[src/rtl/tiny_proc_pkg.sv]
// ----------------------------------------------------------------------------
// tiny_proc_pkg
//   Shared definitions for the tiny 4-bit processor run/debug controller:
//   host command opcodes, run_state encodings, default widths and the
//   per-cycle action bundle the controller FSM hands to its datapath.
// ----------------------------------------------------------------------------
package tiny_proc_pkg;

   localparam int PC_W_DEF   = 4;    // program address width
   localparam int INST_W_DEF = 8;    // {opcode[7:4], imm[3:0]}
   localparam int CNT_W_DEF  = 16;   // retired-instruction counter width

   typedef enum logic [2:0] {
      CMD_NOP    = 3'b000,
      CMD_WRITE  = 3'b001,
      CMD_RUN    = 3'b010,
      CMD_HALT   = 3'b011,
      CMD_STEP   = 3'b100,
      CMD_SETBP  = 3'b101,
      CMD_CLRBP  = 3'b110,
      CMD_CPURST = 3'b111
   } cmd_op_e;

   typedef enum logic [2:0] {
      RS_HALTED    = 3'b000,
      RS_RUN       = 3'b001,
      RS_STEP      = 3'b010,
      RS_HALT_PEND = 3'b011,
      RS_CPURST    = 3'b100
   } run_state_e;

   // Datapath side effects decided by the FSM output logic each cycle.
   typedef struct packed {
      logic ram_we;     // write cmd_data into program RAM
      logic bp_set;     // load breakpoint address, arm it
      logic bp_clr;     // disarm breakpoint
      logic hit_set;    // breakpoint just stopped the core
      logic hit_clr;    // clear sticky breakpoint-hit flag
      logic cnt_clr;    // zero the retire counter
      logic cnt_inc;    // count one retired instruction
      logic err;        // accepted command is illegal here
   } ctrl_act_t;

   // Commands the host may not issue while the core is free-running.
   function automatic logic cmd_illegal_in_run(input cmd_op_e op);
      return (op == CMD_WRITE) || (op == CMD_RUN) ||
             (op == CMD_STEP)  || (op == CMD_CPURST);
   endfunction

endpackage

[src/rtl/tiny_prog_ram.sv]
// ----------------------------------------------------------------------------
// tiny_prog_ram
//   2**AW x DW program store for the tiny processor.
//   Asynchronous clear to all-zero, synchronous write, combinational read.
// Ports
//   i_clock    write clock
//   i_reset_n  async active-low clear of every word
//   i_we       write enable
//   i_waddr    write address
//   i_wdata    write data
//   i_raddr    read address (core fetch PC)
//   o_rdata    combinational read data
// ----------------------------------------------------------------------------
module tiny_prog_ram
   import tiny_proc_pkg::*;
#(
   parameter int AW = PC_W_DEF,
   parameter int DW = INST_W_DEF
) (
   input  logic          i_clock,
   input  logic          i_reset_n,
   input  logic          i_we,
   input  logic [AW-1:0] i_waddr,
   input  logic [DW-1:0] i_wdata,
   input  logic [AW-1:0] i_raddr,
   output logic [DW-1:0] o_rdata
);

   localparam int DEPTH = 2 ** AW;

   logic [DEPTH-1:0][DW-1:0] r_mem;

   always_ff @(posedge i_clock or negedge i_reset_n) begin
      if (!i_reset_n) begin
         r_mem <= '0;
      end else if (i_we) begin
         r_mem[i_waddr] <= i_wdata;
      end
   end

   assign o_rdata = r_mem[i_raddr];

endmodule

[src/rtl/tiny_proc_run_ctrl.sv]
// ----------------------------------------------------------------------------
// tiny_proc_run_ctrl
//   Run/debug controller for the tiny 4-bit processor. Owns the program RAM,
//   gates core progress with an instruction-granular clock enable
//   (RUN / HALT / single STEP / one PC breakpoint) and counts retirements.
// Ports
//   i_clock, i_reset_n     clock, async active-low reset
//   i_cmd_valid/o_cmd_ready host command handshake
//   i_cmd_op/addr/data     command opcode, RAM or breakpoint address, data
//   o_cmd_err              1-cycle pulse after an illegal accepted command
//   i_cpu_fetch_addr       core PC; o_cpu_fetch_data is RAM[PC] (comb)
//   i_cpu_retire           core write-back cycle marker
//   i_cpu_next_pc          PC the core commits in that write-back cycle
//   o_cpu_en, o_cpu_rst_n  registered core enable / core reset
//   o_run_state            controller state
//   o_bp_hit               sticky "halted by breakpoint"
//   o_instr_count          saturating retired-instruction count
// ----------------------------------------------------------------------------
module tiny_proc_run_ctrl
   import tiny_proc_pkg::*;
#(
   parameter int PC_W   = PC_W_DEF,
   parameter int INST_W = INST_W_DEF,
   parameter int CNT_W  = CNT_W_DEF
) (
   input  logic              i_clock,
   input  logic              i_reset_n,
   input  logic              i_cmd_valid,
   output logic              o_cmd_ready,
   input  logic [2:0]        i_cmd_op,
   input  logic [PC_W-1:0]   i_cmd_addr,
   input  logic [INST_W-1:0] i_cmd_data,
   output logic              o_cmd_err,
   input  logic [PC_W-1:0]   i_cpu_fetch_addr,
   output logic [INST_W-1:0] o_cpu_fetch_data,
   input  logic              i_cpu_retire,
   input  logic [PC_W-1:0]   i_cpu_next_pc,
   output logic              o_cpu_en,
   output logic              o_cpu_rst_n,
   output logic [2:0]        o_run_state,
   output logic              o_bp_hit,
   output logic [CNT_W-1:0]  o_instr_count
);

   run_state_e        r_state, w_state_nxt;
   logic              r_boot;        // first clock after reset runs a core reset
   logic              r_cpu_en;
   logic              r_cpu_rst_n;
   logic              r_cmd_err;
   logic              r_bp_valid;
   logic [PC_W-1:0]   r_bp_addr;
   logic              r_bp_hit;
   logic [CNT_W-1:0]  r_instr_count;

   cmd_op_e           w_op;
   logic              w_cmd_ready;
   logic              w_accept;
   logic              w_retire;
   logic              w_bp_match;
   logic              w_core_active;
   ctrl_act_t         w_act;

   assign w_op        = cmd_op_e'(i_cmd_op);
   assign w_cmd_ready = !r_boot && ((r_state == RS_HALTED) || (r_state == RS_RUN));
   assign w_accept    = i_cmd_valid && w_cmd_ready;
   // Retire only counts while the core is actually enabled.
   assign w_retire    = i_cpu_retire && r_cpu_en;
   // Compare the PC being committed, so resuming from a parked breakpoint
   // address executes that instruction before the compare can fire again.
   assign w_bp_match  = r_bp_valid && (i_cpu_next_pc == r_bp_addr);
   assign w_core_active = (r_state == RS_RUN) || (r_state == RS_STEP) ||
                          (r_state == RS_HALT_PEND);

   // ---------------------------------------------------------------- state
   always_ff @(posedge i_clock or negedge i_reset_n) begin
      if (!i_reset_n) begin
         r_state <= RS_HALTED;
         r_boot  <= 1'b1;
      end else begin
         r_state <= w_state_nxt;
         r_boot  <= 1'b0;
      end
   end

   // ------------------------------------------------------------ next state
   always_comb begin
      w_state_nxt = r_state;
      if (r_boot) begin
         w_state_nxt = RS_CPURST;
      end else begin
         case (r_state)
            RS_HALTED: begin
               if (w_accept) begin
                  case (w_op)
                     CMD_RUN:    w_state_nxt = RS_RUN;
                     CMD_STEP:   w_state_nxt = RS_STEP;
                     CMD_CPURST: w_state_nxt = RS_CPURST;
                     default:    w_state_nxt = RS_HALTED;
                  endcase
               end
            end
            RS_RUN: begin
               if (w_retire && w_bp_match) begin
                  w_state_nxt = RS_HALTED;
               end else if (w_accept && (w_op == CMD_HALT)) begin
                  // A halt landing on a write-back cycle stops right there.
                  w_state_nxt = w_retire ? RS_HALTED : RS_HALT_PEND;
               end
            end
            RS_STEP, RS_HALT_PEND: begin
               if (w_retire) w_state_nxt = RS_HALTED;
            end
            RS_CPURST: w_state_nxt = RS_HALTED;
            default:   w_state_nxt = RS_HALTED;
         endcase
      end
   end

   // --------------------------------------------------------------- outputs
   always_comb begin
      w_act         = '0;
      w_act.ram_we  = w_accept && (r_state == RS_HALTED) && (w_op == CMD_WRITE);
      w_act.bp_set  = w_accept && (w_op == CMD_SETBP);
      w_act.bp_clr  = w_accept && (w_op == CMD_CLRBP);
      w_act.err     = w_accept && (r_state == RS_RUN) && cmd_illegal_in_run(w_op);
      w_act.cnt_inc = w_retire && w_core_active;
      w_act.cnt_clr = (w_state_nxt == RS_CPURST);
      w_act.hit_set = (r_state == RS_RUN) && w_retire && w_bp_match;
      w_act.hit_clr = w_act.cnt_clr || w_act.bp_clr ||
                      ((r_state == RS_HALTED) &&
                       ((w_state_nxt == RS_RUN) || (w_state_nxt == RS_STEP)));
   end

   // -------------------------------------------------------------- datapath
   always_ff @(posedge i_clock or negedge i_reset_n) begin
      if (!i_reset_n) begin
         r_cpu_en      <= 1'b0;
         r_cpu_rst_n   <= 1'b0;
         r_cmd_err     <= 1'b0;
         r_bp_valid    <= 1'b0;
         r_bp_addr     <= '0;
         r_bp_hit      <= 1'b0;
         r_instr_count <= '0;
      end else begin
         // Enable drops on the edge that samples the final retire, so the
         // write-back completes and the next fetch never starts.
         r_cpu_en    <= (w_state_nxt == RS_RUN) || (w_state_nxt == RS_STEP) ||
                        (w_state_nxt == RS_HALT_PEND);
         r_cpu_rst_n <= (w_state_nxt != RS_CPURST);
         r_cmd_err   <= w_act.err;

         if (w_act.bp_set) begin
            r_bp_valid <= 1'b1;
            r_bp_addr  <= i_cmd_addr;
         end else if (w_act.bp_clr) begin
            r_bp_valid <= 1'b0;
         end

         // A stop that actually happened outranks a same-cycle clear, so
         // the host can always tell why the core parked.
         if (w_act.hit_set)      r_bp_hit <= 1'b1;
         else if (w_act.hit_clr) r_bp_hit <= 1'b0;

         if (w_act.cnt_clr) begin
            r_instr_count <= '0;
         end else if (w_act.cnt_inc && !(&r_instr_count)) begin
            r_instr_count <= r_instr_count + CNT_W'(1);
         end
      end
   end

   tiny_prog_ram #(
      .AW (PC_W),
      .DW (INST_W)
   ) u_ram (
      .i_clock   (i_clock),
      .i_reset_n (i_reset_n),
      .i_we      (w_act.ram_we),
      .i_waddr   (i_cmd_addr),
      .i_wdata   (i_cmd_data),
      .i_raddr   (i_cpu_fetch_addr),
      .o_rdata   (o_cpu_fetch_data)
   );

   assign o_cmd_ready   = w_cmd_ready;
   assign o_cmd_err     = r_cmd_err;
   assign o_cpu_en      = r_cpu_en;
   assign o_cpu_rst_n   = r_cpu_rst_n;
   assign o_run_state   = r_state;
   assign o_bp_hit      = r_bp_hit;
   assign o_instr_count = r_instr_count;

endmodule
[config.mk]
export PLATFORM = sky130hd
export DESIGN_NAME = tiny_proc_run_ctrl
export DESIGN_NICKNAME = d
export VERILOG_FILES = /design/src/rtl/tiny_proc_pkg.sv /design/src/rtl/tiny_prog_ram.sv /design/src/rtl/tiny_proc_run_ctrl.sv
export SDC_FILE = /design/constraint.sdc
export NUM_CORES = 1
export LEC_CHECK = 0
export ABC_CLOCK_PERIOD_IN_PS = 2760
export CORE_MARGIN = 2
export CORE_UTILIZATION = 50
export CTS_BUF_LIST = sky130_fd_sc_hd__clkbuf_4
export DETAILED_ROUTE_END_ITERATION = 10
export GPL_ROUTABILITY_DRIVEN = 0
export HOLD_SLACK_MARGIN = 0.02
export PLACE_DENSITY = 0.73
export SYNTH_ARGS = -nofsm -noshare
export SYNTH_HDL_FRONTEND = slang
export SYNTH_SLANG_ARGS = --single-unit
export TNS_END_PERCENT = 1
[constraint.sdc]
create_clock -name i_clock -period 2.76 [get_ports i_clock]
set_clock_uncertainty 0.15 [all_clocks]
set_input_delay 0.552 -clock i_clock [delete_from_list [all_inputs] [get_ports i_clock]]
set_output_delay 0.552 -clock i_clock [all_outputs]
set_load 0.1 [all_outputs]
## Yosys cells after proc, flatten, opt, wreduce, memory -nomap -nowiden

Index checks and enable logic that the tools add are counted.

- Output and inout port bits: 32
- Word-level logic and storage cells: 100
- Register bits: 157

- Equal/unequal tests: 16
- $add $sub $neg: 1
- Mux-type cells: 19
- Order comparisons: 3
- Reductions and logical operators: 36

Operators with widths:

| operator | count |
|---|---|
| bitwise mux 128 bit | 1 |
| binary-select mux 8 bit (select 4 bit) | 1 |
| demux 8 bit (select 4 bit) | 1 |
| two-way mux 16 bit | 2 |
| equality test 3 x 2 -> 1 bit, second input constant | 6 |
| logical AND 1 bit | 18 |
| one-hot mux 3 bit (3 select lines) | 2 |
| adder 16 x 1 -> 16 bit, second input constant | 1 |
| two-way mux 8 bit | 2 |
| AND reduction 16 bit | 1 |
| equality test 3 bit, second input constant | 5 |
| two-way mux 3 bit | 5 |
| logical OR 1 bit | 10 |
| < comparator 4 x 5 -> 1 bit, second input constant | 2 |
| equality test 3 x 1 -> 1 bit, second input constant | 3 |
| nonzero test 2 bit | 3 |
| equality test 4 bit | 1 |
| greater-or-equal comparator 4 x 1 -> 1 bit, second input constant | 1 |
| two-way mux 1 bit | 4 |
| zero test 3 bit | 1 |
| inequality test 3 bit, second input constant | 1 |
| zero test 1 bit | 2 |
| two-way mux 2 bit | 1 |
| OR reduction 2 bit | 1 |

## Logic depth before layout (Yosys ltp)

- Word-level depth: 15
- Depth in mapped cells: 8
- Depth with buffers taken out: 6

## By module

From an unflattened synthesis, not the netlist that was laid out.

- Cell total of the unflattened synthesis: 518
- Area, all modules: 7470.9 um^2

Modules (own cells, without submodules):

| module | area each (um^2) | instances | sequential area each (um^2) | cells each |
|---|---|---|---|---|
| tiny_prog_ram | 5915.7 | 1 | 3203.1 | 365 |
| tiny_proc_run_ctrl | 1555.2 | 1 | 726.9 | 153 |

## Worst setup path after synthesis

Ideal clock, no wire load.

- Kind: reg2reg
- Start: reg r_state[2], in the netlist o_run_state[2]
- End: reg r_bp_addr[0]
- Path slack: -1.708 ns
- Stages on the path, launching flop included: 6
- Data arrival time: 4.193 ns
- Period minus slack after synthesis: 4.468 ns
- Cells stage by stage: dfrtp_1 -> buf_6 -> nor3_1 -> nand2_1 -> nor3b_1 -> mux2_2

- Cells in the longest elaborated chain, start to end: 5

RTL lines:

| what | line | text |
|---|---|---|
| start, declared | tiny_proc_run_ctrl.sv:45 | `run_state_e r_state, w_state_nxt;` |
| start signal, assigned | tiny_proc_run_ctrl.sv:80 | `r_state <= w_state_nxt;` |
| equality test 3 x 1 -> 1 bit / zero test 3 bit (equally long branches) | tiny_proc_run_ctrl.sv:64 | `assign w_cmd_ready = !r_boot && ((r_state == RS_HALTED) \|\| (r_state == RS_RUN));` |
| logical OR 1 bit * | tiny_proc_run_ctrl.sv:64 |  |
| logical AND 1 bit * | tiny_proc_run_ctrl.sv:64 |  |
| via o_cmd_ready | tiny_proc_run_ctrl.sv:29 | `output logic o_cmd_ready,` |
| logical AND 1 bit * | tiny_proc_run_ctrl.sv:65 | `assign w_accept = i_cmd_valid && w_cmd_ready;` |
| logical AND 1 bit * | tiny_proc_run_ctrl.sv:123 | `w_act.bp_set = w_accept && (w_op == CMD_SETBP);` |
| end signal, assigned | tiny_proc_run_ctrl.sv:154 | `r_bp_addr <= i_cmd_addr;` |
| end, declared | tiny_proc_run_ctrl.sv:51 | `logic [PC_W-1:0] r_bp_addr;` |

The timed path passes the listed nets; every way through them passes the cells marked *.
A chain may end at the register's enable or synchronous reset.

## Worst setup path after layout

- Start: reg u_ram.r_mem[26] (netlist bit)
- End: out o_cpu_fetch_data[2]

- Cells in the longest elaborated chain, start to end: 2

RTL lines:

| what | line | text |
|---|---|---|
| start, declared | tiny_prog_ram.sv:31 | `logic [DEPTH-1:0][DW-1:0] r_mem;` |
| start signal, assigned by index | tiny_prog_ram.sv:37 | `r_mem[i_waddr] <= i_wdata;` |
| binary-select mux 8 bit (select 4 bit) | tiny_prog_ram.sv:41 | `assign o_rdata = r_mem[i_raddr];` |
| two-way mux 8 bit (not written as such) | tiny_prog_ram.sv:41 |  |
| end, declared | tiny_proc_run_ctrl.sv:35 | `output logic [INST_W-1:0] o_cpu_fetch_data,` |

No other way between the ends. The select of a mux whose other input is x is not followed.

==> impl_metrics.tcl <==
set metrics [dict create \
    outcome "finished with violations" \
    violations "setup timing" \
    cts_buffer_depth 2 \
    ios 59 \
    finalSetupTns_ns -0.699 \
    post_drt_wl_per_cell_um 20.1 \
    synth.area.top_cells "dfrtp_1, mux2_2, mux4_2" \
    areaGrowthSynthToFinish_pct 18.9 \
    final-setup-viol-count 8 \
    synthCells 496 \
    clock_sinks 157 \
    worst_pin_slew_ns 0.539 \
    hold_violations 0 \
    routed_wl_um 15800 \
    layout-drive-gt1-share_pct 49.7 \
    synth.net_count 524 \
    grt_util_all_layers_pct 21.4 \
    clk_latency_ns 0.56 \
    seq_power_share_pct 58.0 \
    startpoint_type "register" \
    grt_max_degree 76 \
    cp.required_ns 2.06 \
    switching_share_pct 24.7 \
    via_count 4521 \
    final_area_mm2 0.00877 \
    grt_pass1_vias 4769 \
    drt_first_pass_iters 5 \
    start_util_pct 50.9 \
    port_buffers 58 \
    pwr-share-comb_pct 10.2 \
    synth_top_area_share_pct 52.9 \
    drv_slew 0 \
    critPathKind "register to primary output" \
    dp_slack_ns -0.334 \
    static-leakage-power_nw 4.14 \
    post-synth-top-area-cell "dfrtp_1" \
    worst_slack_ns -0.120 \
    ys_ff_latch 157 \
    clock.fmax_ghz 0.347 \
    fill_cells 1106 \
    place_area_mm2 0.00847 \
    synth-edff-count 0 \
    post-route-period-util_pct 104 \
    cts-root-buf "clkbuf_4" \
    clk_pin_slew_ns 0.12 \
    period_needed_ns 2.88 \
    yosysWarnings 0 \
    antenna_found_initial 0 \
    gr-total-overflow 0 \
    yosysSeqAreaShare_pct 53.3 \
    coreArea_mm2 0.0145 \
    clkPwrFrac_pct 31.7 \
    cp_max_fo 2 \
    numCtsBuffers 17 \
    avgSynthCellArea_um2 14.9 \
    async_reset_ff_share_pct 100 \
    slew_headroom_pct 64.0 \
    p_switching_w 0.00102 \
    rows 44 \
    synth_ff_type "dfrtp_1" \
    drt-initial-drc-count 246 \
    yosysMostFrequentCell "dfrtp_1" \
    n_antenna_cell 0 \
    synth.distinct_cells 49 \
    arrival_ns 2.18 \
    grt_pass1_wl_um 25900 \
    cts_tree "yes" \
    maxCapViolations 0 \
    final_net_count 618 \
    fp.dieArea_mm2 0.0157 \
    die_w_um 125 \
    synth_area_mm2 0.00737 \
    ir_drop_mv 0.240 \
    hp-class "input pin to async pin" \
    setup.worst_path.end_class "primary output" \
    synth_commonest_cells "dfrtp_1, mux2_2, mux4_2" \
    power_density_mw_per_mm2 472 \
    h-tree-depth 4 \
    routed_via_density 5.75 \
    final_antenna_net_count 0 \
    p_int_w 0.00311 \
    rsz0062_at_grt "yes" \
    route.detailed.drc 0 \
    fp.dieH_um 125 \
    dpl.hpwl_um 11000 \
]
## state kept, by name (all words and copies together), names as in the netlist
name	count
o_bp_hit	1
o_cmd_err	1
o_cpu_en	1
o_cpu_rst_n	1
o_instr_count	16
o_run_state	3
r_boot	1
r_bp_addr	4
r_bp_valid	1
u_ram.r_mem	128
## critical path, stage by stage, from the launching register on
cell and delay [ns]:
dfrtp_1 0.41, mux4_2 0.49, mux4_2 0.52, buf_12 0.19
## final cells by class
cell class	instances	area, um2	share of cell area [%]
Inverter	4	15.0	0.171
Clock inverter	10	98.8	1.13
Timing Repair Buffer	102	1010	11.5
Sequential cell	157	3930	44.8
Tap cell	184	230	2.63
Clock buffer	21	158	1.80
Multi-Input combinational cell	308	3330	37.9
## per-stage QoR
stage,total power (W),hold WS (ns),utilization (%),std cells
floorplan,0.00269,0.106,-,496
global placement,0.00285,0.319,58.5,752
detailed placement,0.00287,0.327,58.5,752
CTS,0.00418,0.305,60.6,786
global route,0.00431,0.318,60.6,786
finish,0.00414,0.328,60.6,786
## cell usage in the layout, fill, tap and decap left out, drive strengths merged, types with 7 or more instances in the layout
cell,Yosys,layout
nand2,13,13
clkdlybuf4s50,0,23
xor2,14,14
nor3,7,7
mux4,40,40
nand3,10,10
dfrtp,156,156
nor2,25,25
mux2,132,132
clkinv,0,8
clkbuf,19,21
buf,8,77
## metal layers
layer / up-vias / part of all wire [%] / track usage (%)
li1: 2052 / - / -
met4: 0 / 1.5 / 6.93
met2: 77 / 52 / 36.3
met5: - / 0 / 0
met1: 2375 / 42 / 27.3
met3: 17 / 3.7 / 5.22
## power groups by stage
stage | clock (W) | combinational [W] | sequential, W
after global placement | 0 | 0.000411 | 0.00244
final | 0.00131 | 0.000423 | 0.00240
after floorplan | 0 | 0.000242 | 0.00245
after CTS | 0.00135 | 0.000431 | 0.00240
after detailed placement | 0 | 0.000423 | 0.00244
after global routing | 0.00145 | 0.000458 | 0.00241
## final timing paths
path / endpoint / slack (ns) / cells after the start / start
max: o_cpu_fetch_data[2] / -0.12 / 3 / u_ram.r_mem[26]
min: u_ram.r_mem[4] / 0.33 / 2 / i_reset_n
max reg2reg: u_ram.r_mem[13] / 0.26 / 6 / o_run_state[1]
min reg2reg: u_ram.r_mem[80] / 0.36 / 1 / u_ram.r_mem[80]
max in group asynchronous: u_ram.r_mem[87] / 1.37 / 3 / i_reset_n
min in group i_clock: u_ram.r_mem[80] / 0.36 / 1 / u_ram.r_mem[80]
## logic make-up after synthesis
group / Yosys count / share of synthesized area (%)
AND/OR/NAND/NOR: 92 / 7.87
flip-flops: 157 / 53.3
other: 1 / 0.0509
buffers and inverters: 31 / 1.83
multiplexers: 173 / 32.5
AO/OA/AOI/OAI: 22 / 2.02
XOR/XNOR: 19 / 2.26
adder cells (fa/ha/maj): 1 / 0.170
## repair_timing
item | in CTS | in global routing
endpoints found under the setup margin | 8 | 8
pin swaps | 0 | 0
cloned | 1 | 0
hold endpoints to repair | 44 | 0
resized for setup | 7 | 0
hold buffers | 1 | 0
buffers inserted | 1 | 0
No activity file was read; power rests on OpenSTA's default activity.
